### src/rtl/spi_pkg.sv
// spi_pkg: shared FSM states, data-line modes, default parameters and output routing
package spi_pkg;
    typedef enum logic [2:0] {IDLE, SETUP, XFER, HOLD, GAP} state_t;
    typedef enum logic [1:0] {STD, AWMF_SDI, AWMF_PDI} mode_t;
    localparam int DEF_MAX_BITS = 100;
    localparam int DEF_CLK_DIV = 1;
    localparam int DEF_N_CS = 4;
    localparam int DEF_GAP_CYC = 2;
    // returns {pdi, sdi, mosi}: only the line owned by the mode carries the bit
    function automatic logic [2:0] route(input mode_t m, input logic b);
        return {b & (m == AWMF_PDI), b & (m == AWMF_SDI), b & (m == STD)};
    endfunction
endpackage

### src/rtl/spi_clk_gen.sv
// spi_clk_gen: half-period tick generator
// clk/rst: system clock and async reset; en: count while high, held at zero otherwise;
// tick: high in the last clk cycle of each CLK_DIV-cycle half-period
module spi_clk_gen
    import spi_pkg::*;
#(
    parameter int CLK_DIV = DEF_CLK_DIV
) (
    input  logic clk,
    input  logic rst,
    input  logic en,
    output logic tick
);
    localparam int CW = CLK_DIV > 1 ? $clog2(CLK_DIV) : 1;
    logic [CW-1:0] cnt;
    assign tick = en && cnt == CW'(CLK_DIV - 1);
    always_ff @(posedge clk or posedge rst)
        if (rst) cnt <= '0;
        else cnt <= (!en || tick) ? '0 : cnt + 1'b1;
endmodule

### src/rtl/spi_master_mcs.sv
// spi_master_mcs: multi-chip-select SPI master with Standard and AWMF (SDI/PDI) data lines
// start/cs_sel/bit_count/tx_bits/mode_awmf/use_pdi/cpol/cpha: frame request, latched on accept;
// rx_bits: received frame, updated with done; busy/done/err: status; sclk/cs_n: bus clock and selects;
// mosi/sdi/pdi: data out for Standard / AWMF-serial / AWMF-broadcast; miso/sdo: data in
module spi_master_mcs
    import spi_pkg::*;
#(
    parameter int MAX_BITS = DEF_MAX_BITS,
    parameter int CLK_DIV = DEF_CLK_DIV,
    parameter int N_CS = DEF_N_CS,
    parameter int GAP_CYC = DEF_GAP_CYC,
    localparam int CS_IW = N_CS > 1 ? $clog2(N_CS) : 1
) (
    input  logic                clk,
    input  logic                rst,
    input  logic                start,
    input  logic [CS_IW-1:0]    cs_sel,
    input  logic [15:0]         bit_count,
    input  logic [MAX_BITS-1:0] tx_bits,
    output logic [MAX_BITS-1:0] rx_bits,
    output logic                busy,
    output logic                done,
    output logic                err,
    input  logic                mode_awmf,
    input  logic                use_pdi,
    input  logic                cpol,
    input  logic                cpha,
    output logic                sclk,
    output logic [N_CS-1:0]     cs_n,
    output logic                mosi,
    input  logic                miso,
    output logic                sdi,
    output logic                pdi,
    input  logic                sdo
);
    localparam int GW = GAP_CYC > 1 ? $clog2(GAP_CYC) : 1;
    state_t state;
    mode_t mode_q, mode_in;
    logic cpol_q, cpha_q, tick, din, smp, last, bad;
    logic [15:0] n_q, nc;
    logic [16:0] h, hn;
    logic [GW-1:0] g;
    logic [MAX_BITS-1:0] sr, sr0, rxs;
    spi_clk_gen #(.CLK_DIV(CLK_DIV)) u_clk (
        .clk (clk),
        .rst (rst),
        .en  (state == SETUP || state == XFER || state == HOLD),
        .tick(tick)
    );
    // sr0 left-aligns the frame so the first bit out is always the MSB of the register;
    // hn is the half-period about to begin, smp says whether its opening edge samples
    always_comb begin
        nc = bit_count > 16'(MAX_BITS) ? 16'(MAX_BITS) : bit_count;
        sr0 = tx_bits << (16'(MAX_BITS) - nc);
        mode_in = !mode_awmf ? STD : use_pdi ? AWMF_PDI : AWMF_SDI;
        din = mode_q == STD ? miso : sdo;
        hn = state == SETUP ? '0 : h + 1'b1;
        smp = ~hn[0] ^ cpha_q;
        last = h == {n_q, 1'b0} - 17'd1;
        bad = {1'b0, cs_sel} >= (CS_IW + 1)'(N_CS);
    end
    always_ff @(posedge clk or posedge rst) begin
        if (rst) begin
            state <= IDLE;
            mode_q <= STD;
            cpol_q <= 1'b0;
            cpha_q <= 1'b0;
            n_q <= '0;
            h <= '0;
            g <= '0;
            sr <= '0;
            rxs <= '0;
            rx_bits <= '0;
            busy <= 1'b0;
            done <= 1'b0;
            err <= 1'b0;
            sclk <= 1'b0;
            cs_n <= '1;
            {pdi, sdi, mosi} <= '0;
        end else begin
            done <= 1'b0;
            err <= 1'b0;
            case (state)
                IDLE: if (start) begin
                    if (bad) err <= 1'b1;
                    else if (nc == 16'd0) begin
                        done <= 1'b1;
                        rx_bits <= '0;
                        cpol_q <= cpol;
                        sclk <= cpol;
                    end else begin
                        state <= SETUP;
                        busy <= 1'b1;
                        cs_n <= ~(N_CS'(1) << cs_sel);
                        sclk <= cpol;
                        cpol_q <= cpol;
                        cpha_q <= cpha;
                        mode_q <= mode_in;
                        n_q <= nc;
                        sr <= sr0;
                        rxs <= '0;
                        {pdi, sdi, mosi} <= route(mode_in, sr0[MAX_BITS-1]);
                    end
                end
                // the first bit is already on the line from SETUP, so the opening edge never shifts
                SETUP, XFER: if (tick) begin
                    if (state == XFER && last) state <= HOLD;
                    else begin
                        state <= XFER;
                        h <= hn;
                        sclk <= ~sclk;
                        if (smp) rxs <= {rxs[MAX_BITS-2:0], din};
                        else if (hn != 17'd0) begin
                            sr <= sr << 1;
                            {pdi, sdi, mosi} <= route(mode_q, sr[MAX_BITS-2]);
                        end
                    end
                end
                HOLD: if (tick) begin
                    state <= GAP;
                    g <= '0;
                    cs_n <= '1;
                    {pdi, sdi, mosi} <= '0;
                end
                GAP: if (g == GW'(GAP_CYC - 1)) begin
                    state <= IDLE;
                    busy <= 1'b0;
                    done <= 1'b1;
                    rx_bits <= rxs;
                end else g <= g + 1'b1;
                default: state <= IDLE;
            endcase
        end
    end
endmodule

### config.mk
export PLATFORM = sky130hd
export DESIGN_NAME = spi_master_mcs
export DESIGN_NICKNAME = d
export VERILOG_FILES = /design/src/rtl/spi_pkg.sv /design/src/rtl/spi_clk_gen.sv /design/src/rtl/spi_master_mcs.sv
export SDC_FILE = /design/constraint.sdc
export NUM_CORES = 1
export LEC_CHECK = 0
export ABC_AREA = 0
export BUFFER_PORTS_ARGS = -buffer_cell sky130_fd_sc_hd__buf_2
export CORE_MARGIN = 4
export CORE_UTILIZATION = 55
export DETAILED_ROUTE_END_ITERATION = 8
export PLACE_DENSITY = 0.76
export SLEW_MARGIN = 20
export SYNTH_ARGS = -nofsm -noshare
export SYNTH_HDL_FRONTEND = slang
export SYNTH_SLANG_ARGS = --single-unit
### constraint.sdc
create_clock -name clk -period 10.3 [get_ports clk]
set_clock_uncertainty 0.2 [all_clocks]
set_input_delay 1.03 -clock clk [delete_from_list [all_inputs] [get_ports clk]]
set_output_delay 1.03 -clock clk [all_outputs]
set_load 0.05 [all_outputs]
==> impl_metrics.csv <==
group,metric,value,unit
route,drtIter0Drc,3122,
route,vias,23111,
cts,cts_tree,"built",
power_and_ir_drop,total_power,5.70,mW
timing,final_max_slew_viol_count,0,
power_and_ir_drop,p_leak,11.1,nW
timing,worst_slew_pin_slew,1200,ps
route,routed_wl,90900,µm
cells_and_area,final_core_util,62.6,%
power_and_ir_drop,pwr-share-comb,42.5,%
cts,cts_made_buffers,37,
route,ant_nets,0,
synthesis,yosysMostFrequentCell,"nand2_1",
die,dieArea,45500,µm²
power_and_ir_drop,p_sw,2.46,mW
cts,cts.clk_slew.worst_paths,60,ps
cts,cts_setup_buffers,0,
synthesis,synthTopCellsByCount,"nand2_1, dfrtp_1, o21ai_0",
synthesis,synth_top_area_share,37.4,%
synthesis,yosysWarningCount,0,
die,rows,74,
route,vias_per_cell,7.02,
timing,setup_viol,0,
timing,fin_crit_sh,67.0,%
run,maxCapViolCount,0,
global_routing,grt_pass1_wl,137000,µm
timing,fmax,145,MHz
cells_and_area,nets,2861,
synthesis,synth-seq-cells,350,
setup_path,cp_num_buf_inv,5,
cts,ctsResizeCount,0,
min_path,min_path_type,"flop to flop",
setup_path,critPathArrivalTime,7130,ps
setup_path,path_common_cell,"buf_4",
synthesis,ys_seq_area_share,37.8,%
placement,dp_hpwl,64200,µm
die,initial_core_util,56.2,%
synthesis,synth_area_leaders,"dfrtp_1, nand2_1, mux2i_1",
setup_path,critPathLaunchType,"input port",
cells_and_area,drive_gt1_share,18.3,%
timing,fin_setup_tns,0,ps
setup_path,cp.required,10530,ps
setup_path,cpPeakStageDelay,980,ps
placement,place.gp.congestion,1.02,
route,drc,0,
route,first_pass_iters,6,
die,die_x,213,µm
global_routing,grt_pass1_vias,21964,
cells_and_area,area_growth,11.3,%
timing,hold_viol,0,
global_routing,antenna_found_initial,1,
setup_path,cp-end-kind,"flop",
global_routing,gr-usage-all-layers,38.9,%
power_and_ir_drop,max-vdd-ir-drop,0.000236,V
synthesis,synth_edf_count,0,
synthesis,synth.avg_cell_area,8.78,µm²
cts,h-tree-depth,2,
global_routing,grt_overflow,0,
timing,slew_headroom,19.8,%
power_and_ir_drop,swShare,43.2,%
route,wl_per_cell,27.6,µm
setup_path,critPathSlowestCell,"a222oi_1",
cts,cts.path.max_buffers,3,
synthesis,synth_area,23200,µm²
power_and_ir_drop,p_clk_share,25.3,%
synthesis,synthCells,2639,
synthesis,synthFlopType,"dfrtp_1",
synthesis,async_flop_share,100,%
setup_path,cp_max_fo,41,
power_and_ir_drop,power.density,221,nW/µm²
timing,rsz0062_at_grt,"false",
synthesis,synth_top_area_cell,"dfrtp_1",
cells_and_area,register_area,8760,µm²
synthesis,ys_types,108,
setup_path,cp_top_family,"simple AND/OR/NAND/NOR gates",
cells_and_area,multi_input_area,13300,µm²
timing,fin_crit,6900,ps
cts,cts_hold_buf,0,
outcome,outcome,"finished clean",
die,core_area,41200,µm²
setup_path,setup.worst_path.class,"input port to flop",
cts,clock_latency,560,ps
cts,cts_sinks,350,
placement,portBuffers,236,
cts,cts-root-buf,"clkbuf_16",
power_and_ir_drop,internal_power,3.24,mW
setup_path,cp_cell_sequence,"buf_2 > nor3_1 > nand4_2 > nor2_4 > buf_4 > inv_2 > ha_4 > inv_1 > nand3_4 > nand2_2 > buf_4 > mux2i_1 > a222oi_1 > a2111oi_0 > a221o_1",
timing,hold_ws,290,ps
global_routing,grt_max_degree,128,
die,die_height,213,µm
cells_and_area,num-fill-cells,3476,
die,io-pin-count,238,
power_and_ir_drop,p_seq_share,32.2,%
state kept, by name, summed over array words and instances (netlist names):
signal     flops
rx_bits      100
rxs          100
mode_q         2
h             17
n_q           16
mosi           1
pdi            1
u_clk.cnt      1
sdi            1
cpha_q         1
busy           1
cs_n           4
state          3
done           1
sr            99
g              1
sclk           1
stage by stage:
stage / instances / setup slack (ps) / instance area (µm²)
after floorplan: 2640 / 4390 / 23200
after global placement: 3221 / 3270 / 24400
after detailed placement: 3221 / 3130 / 24400
after CTS: 3288 / 3680 / 25700
after global routing: 3291 / 3140 / 25800
final: 3292 / 3400 / 25800
logic make-up (layout without fill, tap and decap cells):
kind of cell	Yosys count	after routing	synth area share, %
XOR/XNOR	28	28	1.12
multiplexers	207	207	11.6
buffers and inverters	258	377	5.10
adder cells (fa/ha/maj)	3	3	0.162
AO/OA/AOI/OAI	885	885	26.9
other	1	3	0.0162
AND/OR/NAND/NOR	907	907	17.3
flip-flops	350	350	37.8
cell type report:
class	instances	share of cell area [%]
Multi-Input combinational cell	2032	51.6
Sequential cell	350	34.0
Timing Repair Buffer	288	6.36
Clock buffer	52	4.28
Tap cell	532	2.58
Clock inverter	15	0.834
Inverter	22	0.335
Antenna cell	1	0.00970
worst paths after layout:
kind,start,endpoint,slack [ps],cells after the start
worst max-delay path,bit_count[15],sr[64],3400,15
worst min-delay path,sr[0],sr[0],290,2
worst max register to register,state[1],sr[90],5270,11
worst min register to register,sr[0],sr[0],290,2
max in group asynchronous,rst,sr[77],7350,4
min in group asynchronous,rst,rx_bits[82],440,2
layer usage:
layer	vias to the layer above	GRT usage, %	wire, µm
li1	10070	-	-
met1	11313	51.1	34900
met2	1385	59.9	40800
met3	343	8.33	8710
met4	0	22.4	6510
met5	-	0	0
power by group through the flow:
stage | sequential, mW | clock (mW) | combinational (mW)
after global routing | 1.85 | 1.51 | 2.62
after CTS | 1.82 | 1.45 | 2.32
after detailed placement | 1.84 | 0 | 2.30
after floorplan | 1.80 | 0 | 1.71
after global placement | 1.83 | 0 | 2.26
final | 1.83 | 1.44 | 2.42
tightest hold or removal path, cell delays in order, from the launching register on:
cell and delay [ps]:
dfrtp_1 350, nand2_1 50, o31ai_1 50
placed cells by master (no fill, tap or decap), drive strengths merged, types with 64 or more instances in the layout:
master	netlist	final
o21ai	227	227
buf	107	288
mux2i	116	116
nor2	211	211
dfrtp	346	346
nand3	69	69
nand2	448	448
a22oi	64	64
a22o	125	125
a21oi	135	135
Power figures use the tool's default switching activity.
